## config.mk

```make
export PLATFORM = sky130hd
export DESIGN_NAME = add_tree_sat
export DESIGN_NICKNAME = d
export VERILOG_FILES = /design/src/rtl/add_tree_pkg.sv /design/src/rtl/add_tree_level.sv /design/src/rtl/add_tree_sat.sv
export SDC_FILE = /design/constraint.sdc
export NUM_CORES = 1
export LEC_CHECK = 0
export BUFFER_PORTS_ARGS = -buffer_cell sky130_fd_sc_hd__buf_2
export CAP_MARGIN = 25
export CORE_UTILIZATION = 25
export DETAILED_ROUTE_END_ITERATION = 12
export PLACE_DENSITY = 0.43
export SKIP_LAST_GASP = 1
export SYNTH_ARGS = -nofsm -noshare
export SYNTH_HDL_FRONTEND = slang
export SYNTH_HIERARCHICAL = 1
export SYNTH_SLANG_ARGS = --single-unit
```

## constraint.sdc

```tcl
create_clock -name clk -period 6.6 [get_ports clk]
set_input_delay 0 -clock clk [delete_from_list [all_inputs] [get_ports clk]]
set_output_delay 0 -clock clk [all_outputs]
set_load 0.02 [all_outputs]
```

## src/rtl/add_tree_pkg.sv

```systemverilog
// Shared helpers for the add_tree_sat adder tree: width derivation,
// per-level operand counts and output saturation limits.
package add_tree_pkg;

  // Ceiling log2; clog2(1) = 0.
  function automatic int clog2(input int value);
    int r;
    r = 0;
    for (int v = 1; v < value; v = v << 1) r++;
    return r;
  endfunction

  // Internal width: one bit for exact negation of the most negative operand,
  // plus one growth bit per tree level.
  function automatic int calc_iw(input int w, input int n);
    return w + 1 + clog2(n);
  endfunction

  // Number of operands entering tree level lvl (level 0 sees all N).
  // Odd counts pass their last operand straight through, which is the same
  // as padding the tree with zero operands.
  function automatic int level_ops(input int n, input int lvl);
    int m;
    m = n;
    for (int i = 0; i < lvl; i++) m = (m + 1) / 2;
    return m;
  endfunction

  // Largest representable OUT_W-bit signed value.
  function automatic longint sat_hi(input int out_w);
    return (longint'(1) << (out_w - 1)) - 1;
  endfunction

  // Smallest representable OUT_W-bit signed value.
  function automatic longint sat_lo(input int out_w);
    return -(longint'(1) << (out_w - 1));
  endfunction

endpackage

```

## src/rtl/add_tree_level.sv

```systemverilog
// One registered level of the adder tree: M inputs are added pairwise into
// ceil(M/2) outputs at full width IW. An unpaired last input passes through.
module add_tree_level #(
  parameter int M  = 4,
  parameter int IW = 19
) (
  input  logic                        clk,
  input  logic                        rst_n,
  input  logic                        ce,
  input  logic [M*IW-1:0]             d,
  output logic [((M+1)/2)*IW-1:0]     q
);

  localparam int MO = (M + 1) / 2;

  logic [MO*IW-1:0] sum;

  // Pairwise adders; IW already carries the growth so no carry is lost.
  for (genvar j = 0; j < MO; j++) begin : g_pair
    if (2 * j + 1 < M) begin : g_add
      assign sum[j*IW +: IW] = d[2*j*IW +: IW] + d[(2*j+1)*IW +: IW];
    end else begin : g_pass
      assign sum[j*IW +: IW] = d[2*j*IW +: IW];
    end
  end

  // Level register: synchronous reset wins over ce, ce=0 holds.
  always_ff @(posedge clk) begin
    // NOTE: sequential state uses non-blocking assignments so every register
    // samples pre-edge values and the tree levels shift coherently.
    if (!rst_n) begin
      q <= '0;
    end else if (ce) begin
      q <= sum;
    end
  end

endmodule

```

## src/rtl/add_tree_sat.sv

```systemverilog
// add_tree_sat: pipelined N-operand signed adder/subtractor.
// Operand k is in_data[k*W +: W], subtracted when sub_mask[k] is set.
// Latency is clog2(N)+1 enabled cycles; ce=0 freezes the whole pipe.
// Build option ADD_TREE_SAT_EN: saturating output stage; when undefined the
// output wraps to the low OUT_W bits. out_ovf reports overflow either way.
module add_tree_sat
  import add_tree_pkg::*;
#(
  parameter int N     = 4,
  parameter int W     = 16,
  parameter int OUT_W = 18
) (
  input  logic               clk,
  input  logic               rst_n,
  input  logic               ce,
  input  logic               in_valid,
  input  logic [N*W-1:0]     in_data,
  input  logic [N-1:0]       sub_mask,
  output logic               out_valid,
  output logic [OUT_W-1:0]   out_sum,
  output logic               out_ovf
);

  localparam int LEV = clog2(N);
  localparam int L   = LEV + 1;
  localparam int IW  = calc_iw(W, N);
  localparam int GW  = IW - W - 1;

  localparam logic signed [IW-1:0] SAT_HI = IW'(sat_hi(OUT_W));
  localparam logic signed [IW-1:0] SAT_LO = IW'(sat_lo(OUT_W));

  logic [N*IW-1:0]         cond;
  logic signed [IW-1:0]    tree_sum;
  logic [OUT_W-1:0]        sum_c;
  logic                    ovf_c;
  logic [L-1:0]            vpipe;

  // Input conditioning: sign-extend to W+1 bits so negating -2^(W-1) is
  // exact, optionally negate, then sign-extend to the tree width.
  always_comb begin
    logic signed [W:0] ext;
    // NOTE: every always_comb output gets a default first so no path can
    // leave it unassigned and infer a latch.
    cond = '0;
    ext  = '0;
    for (int k = 0; k < N; k++) begin
      ext = {in_data[k*W+W-1], in_data[k*W +: W]};
      if (sub_mask[k]) ext = -ext;
      cond[k*IW +: IW] = {{GW{ext[W]}}, ext};
    end
  end

  // Adder tree: clog2(N) registered levels, each halving the operand count.
  for (genvar g = 0; g < LEV; g++) begin : g_lvl
    localparam int MI = level_ops(N, g);
    localparam int MO = level_ops(N, g + 1);
    logic [MO*IW-1:0] q;
    if (g == 0) begin : g_first
      add_tree_level #(.M(MI), .IW(IW)) u_level (
        .clk   (clk),
        .rst_n (rst_n),
        .ce    (ce),
        .d     (cond),
        .q     (q)
      );
    end else begin : g_next
      add_tree_level #(.M(MI), .IW(IW)) u_level (
        .clk   (clk),
        .rst_n (rst_n),
        .ce    (ce),
        .d     (g_lvl[g-1].q),
        .q     (q)
      );
    end
  end

  assign tree_sum = g_lvl[LEV-1].q;

  // Output reduction: one shared range comparison drives both the overflow
  // flag and (when saturating) the clamp select.
  always_comb begin
    ovf_c = (tree_sum > SAT_HI) || (tree_sum < SAT_LO);
`ifdef ADD_TREE_SAT_EN
    if (ovf_c) begin
      sum_c = tree_sum[IW-1] ? SAT_LO[OUT_W-1:0] : SAT_HI[OUT_W-1:0];
    end else begin
      sum_c = tree_sum[OUT_W-1:0];
    end
`else
    sum_c = tree_sum[OUT_W-1:0];
`endif
  end

  // Output register and valid shift register, frozen together by ce.
  always_ff @(posedge clk) begin
    // NOTE: data registers are reset too, so a reset drains in-flight beats
    // and out_sum reads 0 rather than stale data right after reset.
    if (!rst_n) begin
      out_sum <= '0;
      out_ovf <= 1'b0;
      vpipe   <= '0;
    end else if (ce) begin
      out_sum <= sum_c;
      out_ovf <= ovf_c;
      vpipe   <= {vpipe[L-2:0], in_valid};
    end
  end

  assign out_valid = vpipe[L-1];

endmodule

```

==> results.json <==
{
  "detailedRoute.firstPassIterationCount": 5,
  "crit_path_max_incr_delay_ns": 0.38,
  "final.setup.tns_ns": 0,
  "floorplan.initialDensity_pct": 25.6,
  "tightestPinTransition_ns": 0.655,
  "synth.top_cells.by_area": "dfxtp_1 23%, ha_1 10%, xnor2_1 9.2%, mux2i_1 6.9%, nand2_1 3.8%",
  "critical_path.max_fanout": 5,
  "fmaxAchievable_mhz": 369,
  "cts_resized": 0,
  "finish.cell_count_without_fillers": 1263,
  "pin_count_of_the_biggest_net_entering_global_routing": 58,
  "areaGrowthSynthToFinish_pct": 15.4,
  "final-setup-viol-count": 0,
  "synth_seq_cells": 79,
  "drive_gt1_share_pct": 14.9,
  "worst-r2r-cell-count": 9,
  "antenna_diode_count": 0,
  "clk_path_buf_depth": 2,
  "post_place_cells": 1248,
  "core_area_sq_um": 27000,
  "worst_hold_path.num_cells": 4,
  "worst_skew_pair.late_latency_ns": 0.34,
  "wl_mm": 18.6,
  "syn_inst": 845,
  "die_width_microns": 168,
  "cts.htree.levels": 3,
  "cpLargestDelayFamily": "simple AND/OR/NAND/NOR gates",
  "maxSlewViolCount": 0,
  "critical_path.cell_chain": "buf_2, inv_1, ha_1, nor3b_1, nand2_1, o41ai_1, xnor2_1, ha_1, a21o_1, nand3_1, nand2_1, nor3_1, o31a_1, mux2i_1, a21oi_1",
  "gr-total-overflow": 0,
  "timing_hold_violations_final": 0,
  "worstSetupEndpointType": "flop",
  "numCtsBuffers": 9,
  "synth_async_sr_flop_share_pct": 0,
  "clockRootBuffer": "clkbuf_16",
  "timing.final.crit_period_ns": 2.71,
  "critical_path_depth": 15,
  "synthDominantCellAreaShare_pct": 22.8,
  "timing.critical_path.arrival_ns": 2.90,
  "cp_num_buf_inv": 2,
  "cts.reportedPaths.clkPinSlew_ns": 0.06,
  "number_of_antenna_violating_nets_in_the_routed_design": 0,
  "vdd_drop_max_uv": 92.9,
  "post-synth-top-count-cell": "dfxtp_1",
  "track_usage_pct": 13.5,
  "layout.nets": 1052,
  "ys.flop_type": "dfxtp_1",
  "setup.worst_path.start_class": "input port",
  "num_vias": 6140,
  "synth_fp_nets": 978,
  "synth_enable_flop_cells": 0,
  "finalInstanceArea_sq_um": 7990,
  "placement_rows": 60,
  "max-cap-violations": 0,
  "final.period_utilization_pct": 41.0,
  "power.leakage_nw": 3.36,
  "ioPinCount": 92,
  "power_density_nw_per_um2": 229,
  "syn_area_sq_um": 6920,
  "cts_tree": "yes",
  "place_congestion": 0.845,
  "worst-setup-path-type": "in -> reg",
  "total_of_warnings_raised_by_yosys": 6,
  "grt_antenna_before_repair": 0,
  "detail_route.vias_per_cell": 4.86,
  "max-slew-margin-rel_pct": 56.3,
  "floorplan.die_area_sq_um": 28400,
  "place_area_sq_um": 7700,
  "port_buffers": 91,
  "netlist-cell-type-count": 80,
  "post_drt_wl_per_cell_microns": 14.7,
  "rsz0062_at_grt": "false",
  "crit_path_top_delay_cell": "ha_1",
  "grt_pass1_vias": 5825,
  "detailedRoute.firstIterationViolations": 316,
  "clock_skew_ns": 0.00517,
  "drc": 0,
  "outcome": "finished clean",
  "critical_path_required_ns": 6.79,
  "synthDominantAreaCellType": "dfxtp_1",
  "first_pass_grt_wire_length_mm": 30.6,
  "cts_num_sinks": 79,
  "min-delay-path-class": "in -> reg",
  "post_synth.cell_area_avg_sq_um": 8.19,
  "synth_seq_area_share_pct": 22.8,
  "detailed_place_hpwl_mm": 15.1,
  "netlist_top_cells_count": "79 x dfxtp_1, 73 x xnor2_1, 70 x nand2_1",
  "height_of_the_die_microns": 168
}
routing by layer:
| metal | track usage, % | wire, microns |
|---|---|---|
| met4 | 3.16 | 192 |
| met5 | 0 | 0 |
| met2 | 21.0 | 7930 |
| met3 | 2.49 | 857 |
| met1 | 19.1 | 9620 |
cell type report:
class / instances / area [sq um]
fillers: 2945 / 19000
repair buffers: 95 / 490
flip-flops and latches: 79 / 1580
well taps: 341 / 427
clock buffers: 13 / 250
multi-input cells: 699 / 5080
clock inverters: 1 / 30.0
inverters: 35 / 131
power breakdown:
part,internal (W),switching (W),leakage [nW]
Combinational,0.000316,0.000449,2.57
Sequential,0.000544,0.0000462,0.649
Clock,0.000299,0.000179,0.136
Total,0.00116,0.000675,3.36
path summary, 6_finish.rpt:
kind,from,end,slack (ns)
setup / recovery,in_data[0],g_lvl[0].g_first.u_level/q[17]$_SDFFE_PN0P_,3.89
hold / removal,in_data[48],g_lvl[0].g_first.u_level/q[19]$_SDFFE_PN0P_,0.13
setup reg to reg,g_lvl[0].g_first.u_level/q[19]$_SDFFE_PN0P_,g_lvl[1].g_next.u_level/q[12]$_SDFFE_PN0P_,4.15
hold reg to reg,g_lvl[1].g_next.u_level/q[16]$_SDFFE_PN0P_,g_lvl[1].g_next.u_level/q[16]$_SDFFE_PN0P_,0.47
through the flow:
stage	setup WS, ns	util [%]	hold WS (ns)	total power (W)
6_report	3.89	29.6	0.127	0.00183
5_1_grt	3.60	29.6	0.186	0.00197
4_1_cts	3.94	29.6	0.118	0.00186
3_5_place_dp	3.59	28.5	0.278	0.00136
3_3_place_gp	3.60	28.5	0.266	0.00137
2_1_floorplan	4.04	-	0.128	0.00115
registers in the layout, summed over array words and instances, names as in the netlist:
signal,flops
g_lvl.g_first.u_level/q,38
g_lvl.g_next.u_level/q,19
out_ovf,1
out_sum,18
vpipe,3
worst register-to-register path, delay by kind of cell, from the launching register on:
kind	cells	cell delay (ns)
buffers and inverters	1	0.06
adders and majority gates	2	0.57
DFF	1	0.41
and+or+nand+nor	4	0.95
AOI/OAI and AO/OA	2	0.40
cell usage in the layout, fill, tap and decap left out, types with 4 or more instances in the layout:
cell type	synthesis	routed
a21oi_1	44	44
mux2i_1	48	48
nor2_1	63	63
xor2_1	16	16
clkbuf_16	0	9
inv_1	33	33
nor3b_1	4	4
ha_1	58	58
buf_4	1	4
nand3_1	33	33
or3_1	6	6
nor4_1	4	4
o21ai_0	46	46
o21a_1	8	8
nand2b_1	6	6
nor2b_1	32	32
o211a_1	5	5
o211ai_1	11	11
nand4_1	11	11
a31oi_1	4	4
and3_1	9	9
o31ai_1	16	16
o21ai_1	6	6
buf_2	3	90
nor3_1	18	18
dfxtp_1	79	79
a21o_1	14	14
nand2_1	70	70
nand4b_1	5	5
xnor2_1	73	73
a211oi_1	11	11
cell families after synthesis:
| group | count (synthesis) | share of synthesized area (%) |
|---|---|---|
| xor+xnor | 89 | 11.3 |
| compound gates | 215 | 21.8 |
| mux | 49 | 7.10 |
| flops | 79 | 22.8 |
| buf+inv | 67 | 3.76 |
| fa+ha+maj | 61 | 11.3 |
| simple gates | 285 | 21.8 |
what timing repair did:
item,CTS,global route
setup endpoints to repair,0,0
endpoints found under the hold margin,1,0
hold buffers,1,0
setup buffers,0,0
No activity file was read; power rests on OpenSTA's default activity.
